**config.mk**
```make
export PLATFORM = sky130hd
export DESIGN_NAME = key_schedule_sequencer
export DESIGN_NICKNAME = d
export VERILOG_FILES = /design/src/rtl/key_sched_pkg.sv /design/src/rtl/key_slot_regfile.sv /design/src/rtl/key_schedule_sequencer.sv
export SDC_FILE = /design/constraint.sdc
export NUM_CORES = 1
export LEC_CHECK = 0
export CORE_MARGIN = 2
export CORE_UTILIZATION = 52
export DETAILED_ROUTE_END_ITERATION = 10
export PLACE_DENSITY = 0.77
export SLEW_MARGIN = 10
export SYNTH_ARGS = -nofsm -noshare
export SYNTH_HDL_FRONTEND = slang
export SYNTH_SLANG_ARGS = --single-unit
export TNS_END_PERCENT = 1
```
**constraint.sdc**
```tcl
create_clock -name clock -period 3 [get_ports clock]
set_input_delay 0.6 -clock clock [delete_from_list [all_inputs] [get_ports clock]]
set_output_delay 0.6 -clock clock [all_outputs]
set_load 0.05 [all_outputs]
```
**src/rtl/key_sched_pkg.sv**
```systemverilog
// key_sched_pkg
// Shared definitions for the key schedule sequencer and the locked b01-class
// cores it feeds.
//   - state_e          : sequencer FSM encoding (also exported on state_dbg)
//   - KEY_W_DEF        : default key word width (keyinput0..keyinput2)
//   - NUM_KEYS_DEF     : default number of schedule slots (2**CNT_W_DEF)
//   - CORE_PHASE_W     : width of the core's free-running phase counter
package key_sched_pkg;

    // Single source for the core phase width, so that the locked cores and
    // the sequencer count phases identically.
    localparam int CORE_PHASE_W = 2;

    localparam int KEY_W_DEF    = 3;
    localparam int CNT_W_DEF    = CORE_PHASE_W;
    localparam int NUM_KEYS_DEF = 2 ** CNT_W_DEF;

    typedef enum logic [1:0] {
        IDLE  = 2'd0,
        LOAD  = 2'd1,
        READY = 2'd2,
        RUN   = 2'd3
    } state_e;

endpackage

```
**src/rtl/key_slot_regfile.sv**
```systemverilog
// key_slot_regfile
// NUM_KEYS x KEY_W slot storage for the key schedule.
// Ports:
//   clk_i, rst_ni : clock, asynchronous active-low reset (all slots -> 0)
//   we_i, waddr_i, wdata_i : single write port
//   clr_i         : synchronous clear of every slot; a write in the same
//                   cycle takes priority for its own slot
//   raddr_i, rdata_o : combinational read port, indexed by phase
import key_sched_pkg::*;

module key_slot_regfile #(
    parameter int KEY_W    = KEY_W_DEF,
    parameter int NUM_KEYS = NUM_KEYS_DEF,
    parameter int CNT_W    = CNT_W_DEF
) (
    input  logic             clk_i,
    input  logic             rst_ni,
    input  logic             we_i,
    input  logic [CNT_W-1:0] waddr_i,
    input  logic [KEY_W-1:0] wdata_i,
    input  logic             clr_i,
    input  logic [CNT_W-1:0] raddr_i,
    output logic [KEY_W-1:0] rdata_o
);

    logic [KEY_W-1:0] slot_q [NUM_KEYS];
    logic [KEY_W-1:0] slot_d [NUM_KEYS];

    // Clear first, then write: a fresh load started from READY wipes the old
    // schedule and stores its first beat in slot0 in the same cycle.
    always_comb begin
        for (int i = 0; i < NUM_KEYS; i++) begin
            slot_d[i] = clr_i ? '0 : slot_q[i];
        end
        if (we_i) begin
            slot_d[waddr_i] = wdata_i;
        end
    end

    always_ff @(posedge clk_i or negedge rst_ni) begin
        if (!rst_ni) begin
            for (int i = 0; i < NUM_KEYS; i++) begin
                slot_q[i] <= '0;
            end
        end else begin
            for (int i = 0; i < NUM_KEYS; i++) begin
                slot_q[i] <= slot_d[i];
            end
        end
    end

    assign rdata_o = slot_q[raddr_i];

endmodule

```
**src/rtl/key_schedule_sequencer.sv**
```systemverilog
// key_schedule_sequencer
// Loads a NUM_KEYS-word key schedule over a valid/ready port and, while armed,
// replays one slot per clock onto a locked core's keyinput bus together with
// the matching phase (0,1,2,3,0,...).
// Ports:
//   clock, reset_n        : clock, asynchronous active-low reset
//   load_valid/load_ready : load handshake
//   load_data, load_last  : key word, final-beat marker
//   arm                   : level, high = replay schedule
//   armed                 : high while in RUN
//   keyinput, key_phase   : registered key word and its phase
//   err                   : sticky framing error
//   state_dbg             : current FSM state (state_e encoding)
//
// Handshake: a beat transfers on a rising clock edge where load_valid and
// load_ready are both high; load_data/load_last are ignored otherwise, and
// load_ready does not depend on load_valid.
import key_sched_pkg::*;

module key_schedule_sequencer #(
    parameter int KEY_W    = KEY_W_DEF,
    parameter int NUM_KEYS = NUM_KEYS_DEF,
    parameter int CNT_W    = CNT_W_DEF
) (
    input  logic             clock,
    input  logic             reset_n,
    input  logic             load_valid,
    output logic             load_ready,
    input  logic [KEY_W-1:0] load_data,
    input  logic             load_last,
    input  logic             arm,
    output logic             armed,
    output logic [KEY_W-1:0] keyinput,
    output logic [CNT_W-1:0] key_phase,
    output logic             err,
    output logic [1:0]       state_dbg
);

    localparam logic [CNT_W-1:0] LAST_IDX = CNT_W'(NUM_KEYS - 1);
    localparam logic [CNT_W-1:0] ONE      = CNT_W'(1);

    state_e           state_q, state_d;
    logic [CNT_W-1:0] cnt_q, cnt_d;
    logic [CNT_W-1:0] phase_q, phase_d;
    logic [KEY_W-1:0] key_q, key_d;
    logic             err_q, err_d;
    logic             ready_q, ready_d;

    logic             accept;
    logic             slot_we;
    logic             slot_clr;
    logic [CNT_W-1:0] slot_waddr;
    logic [CNT_W-1:0] rd_addr;
    logic [KEY_W-1:0] rd_data;

    assign accept = load_valid & ready_q;

    // Read the slot for the phase that will be presented next cycle: slot0 on
    // entry to RUN, phase+1 (wrapping) while running.
    assign rd_addr = (state_q == RUN) ? phase_q + ONE : '0;

    key_slot_regfile #(
        .KEY_W    (KEY_W),
        .NUM_KEYS (NUM_KEYS),
        .CNT_W    (CNT_W)
    ) u_slots (
        .clk_i   (clock),
        .rst_ni  (reset_n),
        .we_i    (slot_we),
        .waddr_i (slot_waddr),
        .wdata_i (load_data),
        .clr_i   (slot_clr),
        .raddr_i (rd_addr),
        .rdata_o (rd_data)
    );

    always_comb begin
        state_d    = state_q;
        cnt_d      = cnt_q;
        err_d      = err_q;
        phase_d    = '0;
        key_d      = '0;
        slot_we    = 1'b0;
        slot_clr   = 1'b0;
        slot_waddr = cnt_q;

        unique case (state_q)
            IDLE, READY: begin
                if (accept) begin
                    // First beat of a schedule; from READY the previous
                    // schedule is discarded in the same cycle.
                    slot_we    = 1'b1;
                    slot_waddr = '0;
                    slot_clr   = (state_q == READY);
                    err_d      = 1'b0;
                    if (NUM_KEYS == 1 && load_last) begin
                        cnt_d   = '0;
                        state_d = READY;
                    end else begin
                        cnt_d   = ONE;
                        state_d = LOAD;
                    end
                end else if (state_q == READY && arm) begin
                    key_d   = rd_data;
                    phase_d = '0;
                    state_d = RUN;
                end
            end
            LOAD: begin
                if (accept) begin
                    if (cnt_q == LAST_IDX && load_last) begin
                        slot_we = 1'b1;
                        cnt_d   = '0;
                        state_d = READY;
                    end else if (cnt_q == LAST_IDX || load_last) begin
                        // Framing error: schedule too short or too long.
                        err_d    = 1'b1;
                        slot_clr = 1'b1;
                        cnt_d    = '0;
                        state_d  = IDLE;
                    end else begin
                        slot_we = 1'b1;
                        cnt_d   = cnt_q + ONE;
                    end
                end
            end
            RUN: begin
                if (arm) begin
                    phase_d = phase_q + ONE;
                    key_d   = rd_data;
                end else begin
                    state_d = READY;
                end
            end
            default: begin
                state_d = IDLE;
            end
        endcase

        ready_d = (state_d != RUN);
    end

    always_ff @(posedge clock or negedge reset_n) begin
        if (!reset_n) begin
            state_q <= IDLE;
            cnt_q   <= '0;
            phase_q <= '0;
            key_q   <= '0;
            err_q   <= 1'b0;
            ready_q <= 1'b0;
        end else begin
            state_q <= state_d;
            cnt_q   <= cnt_d;
            phase_q <= phase_d;
            key_q   <= key_d;
            err_q   <= err_d;
            ready_q <= ready_d;
        end
    end

    assign load_ready = ready_q;
    assign armed      = (state_q == RUN);
    assign keyinput   = key_q;
    assign key_phase  = phase_q;
    assign err        = err_q;
    assign state_dbg  = state_q;

endmodule

```
==> results of run 1 <==
==> Yosys cell counts (2+ instances only) <==
cell type | count | share of area [%]
a21o_1 | 2 | 1.3
o21ai_0 | 12 | 5.1
a21oi_1 | 4 | 1.7
nand2_1 | 28 | 8.9
nor2_1 | 12 | 3.8
a22o_1 | 4 | 3.0
nand3_1 | 3 | 1.3
buf_2 | 2 | 0.84
nor2b_1 | 2 | 1.1
inv_1 | 5 | 1.6
nand2b_1 | 3 | 1.6
clkbuf_1 | 2 | 0.63
ha_1 | 4 | 4.2
nand3b_1 | 3 | 1.9
dfrtp_1 | 23 | 48
==> critical path, stage by stage, from the launching register on <==
cell             delay, ns
dfrtp_1               0.35
buf_4                 0.18
and2_1                0.20
clkdlybuf4s50_1       0.82
==> registers in the layout, indices dropped and copies added (netlist names) <==
signal and cells:
state_dbg 2, load_ready 1, keyinput 3, key_phase 2, cnt_q 2, err 1, u_slots.slot_q 12
==> area by class of cell <==
cell class / count / area (um^2) / area share, %
clock buffers: 3 / 22.52 / 1.580
clock inverters: 1 / 5.005 / 0.3512
repair buffers: 20 / 192.7 / 13.52
multi-input cells: 95 / 575.6 / 40.39
inverters: 5 / 18.77 / 1.317
well taps: 28 / 35.03 / 2.458
flip-flops and latches: 23 / 575.6 / 40.39
==> per-stage QoR <==
step | cells | power (uW)
5_1_grt | 175 | 1218
4_1_cts | 175 | 1135
3_3_place_gp | 171 | 976.2
6_report | 175 | 1137
2_1_floorplan | 127 | 839.3
3_5_place_dp | 171 | 997.8
==> power by group through the flow <==
stage	Combinational, uW	Sequential [uW]	Clock (uW)
final	508	489	139
after detailed placement	504	494	0
after global routing	564	503	151
after global placement	488	488	0
after floorplan	286	553	0
after CTS	507	487	141
==> routing by layer <==
layer	vias up	GRT usage [%]
met5	-	0
met4	0	5.702
met3	4	3.161
met2	23	37.39
met1	498	29.64
li1	483	-
==> final timing paths <==
path                               startpoint                 end  slack (ns)  depth (start not counted)
setup / recovery                 state_dbg[1]               armed        0.55                          3
hold / removal             u_slots.slot_q[11]  u_slots.slot_q[11]        0.52                          1
setup reg to reg                     cnt_q[1]   u_slots.slot_q[2]        0.75                          7
hold reg to reg            u_slots.slot_q[11]  u_slots.slot_q[11]        0.52                          1
max in group asynchronous             reset_n   u_slots.slot_q[2]        2.13                          2
min in group asynchronous             reset_n   u_slots.slot_q[7]        0.64                          2
==> cell usage in the layout, fill, tap and decap left out, drive strengths merged, types with 4 or more instances in the layout <==
cell type      count
nor2              12
clkdlybuf4s50     17
a22o               4
inv                5
nand2             28
ha                 4
a21oi              4
dfrtp             23
o21ai             12
==> kinds of logic after synthesis <==
family,count (synthesis),synth area share [%]
DFF,23,48.47
buffers and inverters,9,3.056
and+or+nand+nor,58,25.60
AOI/OAI and AO/OA,32,17.81
muxes,1,0.8430
adders and majority gates,4,4.215
==> results.txt, run 1 <==
Run status: complete, no violations
Routed length on met3: 110 um
Drt initial violations: 19
Worst Hold Class: reg -> reg
Headroom to the max-slew limit: 62.54%
Drt total wl: 2529 um
Maximum VDD drop: 0.0005258 V
Distinct cells, synth: 33
Hold_buf cts: 0
Placement Setup Slack: 0.4126 ns
Reg power frac: 43.1%
Hold_ws: 0.5189 ns
Detailed-routing wirelength on met1: 1172 um
FFs w/ async S/R, synth: 100.0%
# diodes: 0
Maximum clock skew at final layout: 0.007906 ns
Slack of the critical path: 0.5550 ns
H-tree levels: 1
Cell area after synthesis: 0.001187 mm^2
Power density normalized to cell area: 797.6 mW/mm^2
Unrepaired setup endpoints after global routing: no
Clock network fraction of design power: 12.3%
Antenna violations before repair: 0
Via count of the first global-routing pass: 1013
Share of the clock period used by the worst path after layout: 81.50%
GRT Residual Overflow: 0
Die boundary height: 51.79 um
Arrival time reported for the critical path endpoint: 1.85 ns
Fin area: 0.001425 mm^2
Placement-stage cell area: 0.001398 mm^2
Total Neg Setup Slack: 0 ns
DRC viols: 0
CP max FO: 13
Filler instances: 189
Initial core utilization: 54.20%
Detail-routed net length per standard cell: 14.45 um
Synthesized netlist cell count: 127
Total of warnings raised by yosys: 0
Minimum period implied by the final worst setup slack: 2.445 ns
Number of primary I/O pins: 18
Die boundary width: 51.79 um
Total number of placement rows: 17
TritonCTS clock tree: yes
Ratio of cells with drive above 1 in the final layout: 7.483%
Type of destination of the critical path: primary output
Pint: 650.3 uW
Startpoint types: register
Bufs on Longest Clock Path: 2
Syn Area/Cell: 9.350 um^2
Met2 WL post-DR: 1220 um
Net switching share of the total power: 42.79%
Top routing layer used: met4
Maximum capacitance violations: 0
Master cell of the clock root buffer: clkbuf_4
Wire length of the first global-routing pass: 4450 um
Count of buffers from port buffering: 17
Buffers inserted by post-CTS timing repair: 0
Layout area overhead: 20.02%
Area enclosed by the die boundary: 0.002682 mm^2
Power share of the combinational group: 44.7%
Dpl hpwl: 1893 um
Via-to-Cell Ratio: 5.760
Share of the yosys chip area belonging to registers: 48.47%
Largest net degree at the start of global routing: 24
Total clock sinks: 23
Floorplan Core Area: 0.002191 mm^2
Final hold violation count: 0
RD Place Congestion: 0.8515
Gr usage total: 22.05%
Pins over their slew limit: 0
Highest Clock Rate: 409.0 MHz
Type of the worst setup path: reg -> out
Setup Viol. Count Final: 0
Clk pin slew, worst setup/hold paths: 0.12 ns
Seq cells post-synth: 23
First-pass iteration count of the detailed router: 4
Most instantiated flip-flop cell in the synthesis netlist: dfrtp_1
Inserted Clock Buffers: 3
Worst Tran Pin Value: 0.5605 ns
Leakage dissipation: 0.0006126 uW
Vias after detailed routing: 1008
Fin nets: 160
Final design utilization: 65.05%
Switch Pwr: 486.3 uW
Required time worst endpoint: 2.40 ns
Number of flops mapped to enable cells by yosys: 0
Antenna-violating nets left: 0
# resized after CTS: 0
Syn nets: 139
Source-to-sink clock delay at the later pin of the worst-skew pair: 0.30 ns
Note: power is estimated with default switching activity, not from simulation.
==> inputs of run 2 (changes only) <==
==> constraint.sdc (replaced) <==
create_clock -name clock -period 2.3 [get_ports clock]
set_input_delay 0.46 -clock clock [delete_from_list [all_inputs] [get_ports clock]]
set_output_delay 0.46 -clock clock [all_outputs]
set_load 0.05 [all_outputs]
==> results.txt, run 2 (synthesized netlist as in run 1, its figures left out) <==
TritonCTS clock tree: yes (unchanged)
Antenna violations before repair: 0 (unchanged)
Total number of placement rows: 17 (unchanged)
RD Place Congestion: 0.8802 (was 0.8515)
Hold_buf cts: 0 (unchanged)
Detail-routed net length per standard cell: 14.39 um (was 14.45 um)
Total Neg Setup Slack: 0 ns (unchanged)
Final hold violation count: 0 (unchanged)
Antenna-violating nets left: 0 (unchanged)
Net switching share of the total power: 42.38% (was 42.79%)
Inserted Clock Buffers: 3 (unchanged)
Maximum clock skew at final layout: 0.003132 ns (was 0.007906 ns)
Fin area: 0.001468 mm^2 (was 0.001425 mm^2)
# diodes: 0 (unchanged)
Stage delay of the slowest cell on the critical path: 0.83 ns (was 0.82 ns)
Power density normalized to cell area: 1048 mW/mm^2 (was 797.6 mW/mm^2)
Floorplan Core Area: 0.002191 mm^2 (unchanged)
Run status: complete, no violations (unchanged)
Clk pin slew, worst setup/hold paths: 0.13 ns (was 0.12 ns)
Source-to-sink clock delay at the later pin of the worst-skew pair: 0.31 ns (was 0.30 ns)
Gr usage total: 22.98% (was 22.05%)
Met3 demand-to-capacity share in global routing: 4.310% (was 3.161%)
Most common cell after layout, fill and taps aside: nand2_1 (unchanged)
Type of destination of the critical path: primary output (unchanged)
Launch point of the worst path: key_phase[0] (was state_dbg[1])
Pint: 886.0 uW (was 650.3 uW)
Worst-path cell chain: clkdlybuf4s50_1 (was buf_4, and2_1, clkdlybuf4s50_1)
Worst Hold Class: in -> async (was reg -> reg)
Global-route met1 utilization: 30.96% (was 29.64%)
Placement-stage cell area: 0.001440 mm^2 (was 0.001398 mm^2)
Startpoint types: register (unchanged)
Setup Viol. Count Final: 0 (unchanged)
Minimum period implied by the final worst setup slack: 2.075 ns
Clock network fraction of design power: 12.5% (was 12.3%)
H-tree levels: 1 (unchanged)
Total clock sinks: 23 (unchanged)
Busiest layer in global routing: met2 (unchanged)
Top library cells by usage in the layout, fill and taps aside: nand2_1, dfrtp_1, clkdlybuf4s50_1 (unchanged)
Number of primary I/O pins: 18 (unchanged)
Die boundary width: 51.79 um (unchanged)
Buffers inserted by post-CTS timing repair: 0 (unchanged)
Required time worst endpoint: 1.84 ns (was 2.40 ns)
Power share of the combinational group: 48.2% (was 44.7%)
Share of the clock period used by the worst path after layout: 90.22%
Drt initial violations: 26 (was 19)
Maximum VDD drop: 0.0006623 V (was 0.0005258 V)
Flip-flop count of the largest register, all copies and words added: 12 (unchanged)
Reg-to-Reg Start: cnt_q[0] (was cnt_q[1])
Via count of the first global-routing pass: 924 (was 1013)
Top reg by flops: u_slots.slot_q (unchanged)
Hold_ws: 0.4860 ns (was 0.5189 ns)
Unrepaired setup endpoints after global routing: no (unchanged)
Largest net degree at the start of global routing: 24 (unchanged)
Fin nets: 166 (was 160)
Via-to-Cell Ratio: 5.608 (was 5.760)
Reg power frac: 39.4% (was 43.1%)
Initial core utilization: 54.20% (unchanged)
Area enclosed by the die boundary: 0.002682 mm^2 (unchanged)
Headroom to the max-slew limit: 65.70% (was 62.54%)
Slowest CP cell: clkdlybuf4s50_1 (unchanged)
Type of the worst setup path: reg -> out (unchanged)
First-pass iteration count of the detailed router: 4 (unchanged)
GRT Residual Overflow: 0 (unchanged)
CP Buf/Inv Count: 1 (was 2)
Maximum capacitance violations: 0 (unchanged)
Ratio of cells with drive above 1 in the final layout: 11.76% (was 7.483%)
Drt total wl: 2604 um (was 2529 um)
Highest Clock Rate: 481.9 MHz
DRC viols: 0 (unchanged)
Dpl hpwl: 1923 um (was 1893 um)
Final design utilization: 66.99% (was 65.05%)
Master cell of the clock root buffer: clkbuf_4 (unchanged)
Layout area overhead: 23.60% (was 20.02%)
Count of buffers from port buffering: 17 (unchanged)
Worst Tran Pin Value: 0.5132 ns (was 0.5605 ns)
Switch Pwr: 651.7 uW (was 486.3 uW)
# resized after CTS: 0 (unchanged)
Wire length of the first global-routing pass: 4457 um (was 4450 um)
Pins over their slew limit: 0 (unchanged)
Die boundary height: 51.79 um (unchanged)
Arrival time reported for the critical path endpoint: 1.62 ns (was 1.85 ns)
Family with the most delay on the worst path: buffers and inverters (unchanged)
Filler instances: 181 (was 189)
Global routing usage on met2: 36.97% (was 37.39%)
Leakage dissipation: 0.0006443 uW (was 0.0006126 uW)
Bufs on Longest Clock Path: 2 (unchanged)
Vias after detailed routing: 1015 (was 1008)
CP max FO: 7 (was 13)
run 2: cell count changes in the layout (fill, tap and decap cells not counted), sizes merged:
cell / delta
clkdlybuf4s50: -1
buf: +7
run 2: routing by layer:
layer	wire (um)	part of all wire, %
met1	1184	45
met2	1260	48
met3	144	5.5
met4	14	0.54
met5	0	0
run 2: stage by stage:
step	cells	setup slack [ns]	power (uW)
after floorplan	127	0.2291	1095
after global placement	177	-0.03978	1318
after detailed placement	177	-0.08103	1346
after CTS	181	0.2128	1537
after global routing	181	0.1660	1638
final	181	0.2249	1538
run 2: layout make-up:
type | count | area, um^2 | area share, %
Clock buffer | 3 | 22.52 | 1.535
Inverter | 5 | 18.77 | 1.279
Sequential cell | 23 | 575.6 | 39.22
Tap cell | 28 | 35.03 | 2.387
Multi-Input combinational cell | 95 | 575.6 | 39.22
Timing Repair Buffer | 26 | 235.2 | 16.03
Clock inverter | 1 | 5.005 | 0.3410
run 2: path summary, 6_finish.rpt:
kind,depth (start not counted),endpoint,slack [ns]
max in group asynchronous,2,u_slots.slot_q[8],1.59
worst max-delay path,1,key_phase[0],0.22
worst max register to register,7,u_slots.slot_q[1],0.30
worst min register to register,1,u_slots.slot_q[11],0.52
worst min-delay path,2,err,0.49
min in group clock,1,u_slots.slot_q[11],0.52
run 2: power groups by stage:
stage / combinational (uW) / clock [uW] / sequential, uW
after detailed placement: 737 / 0 / 609
after global routing: 813 / 207 / 618
final: 741 / 192 / 606
after CTS: 740 / 196 / 601
after global placement: 709 / 0 / 608
after floorplan: 373 / 0 / 721
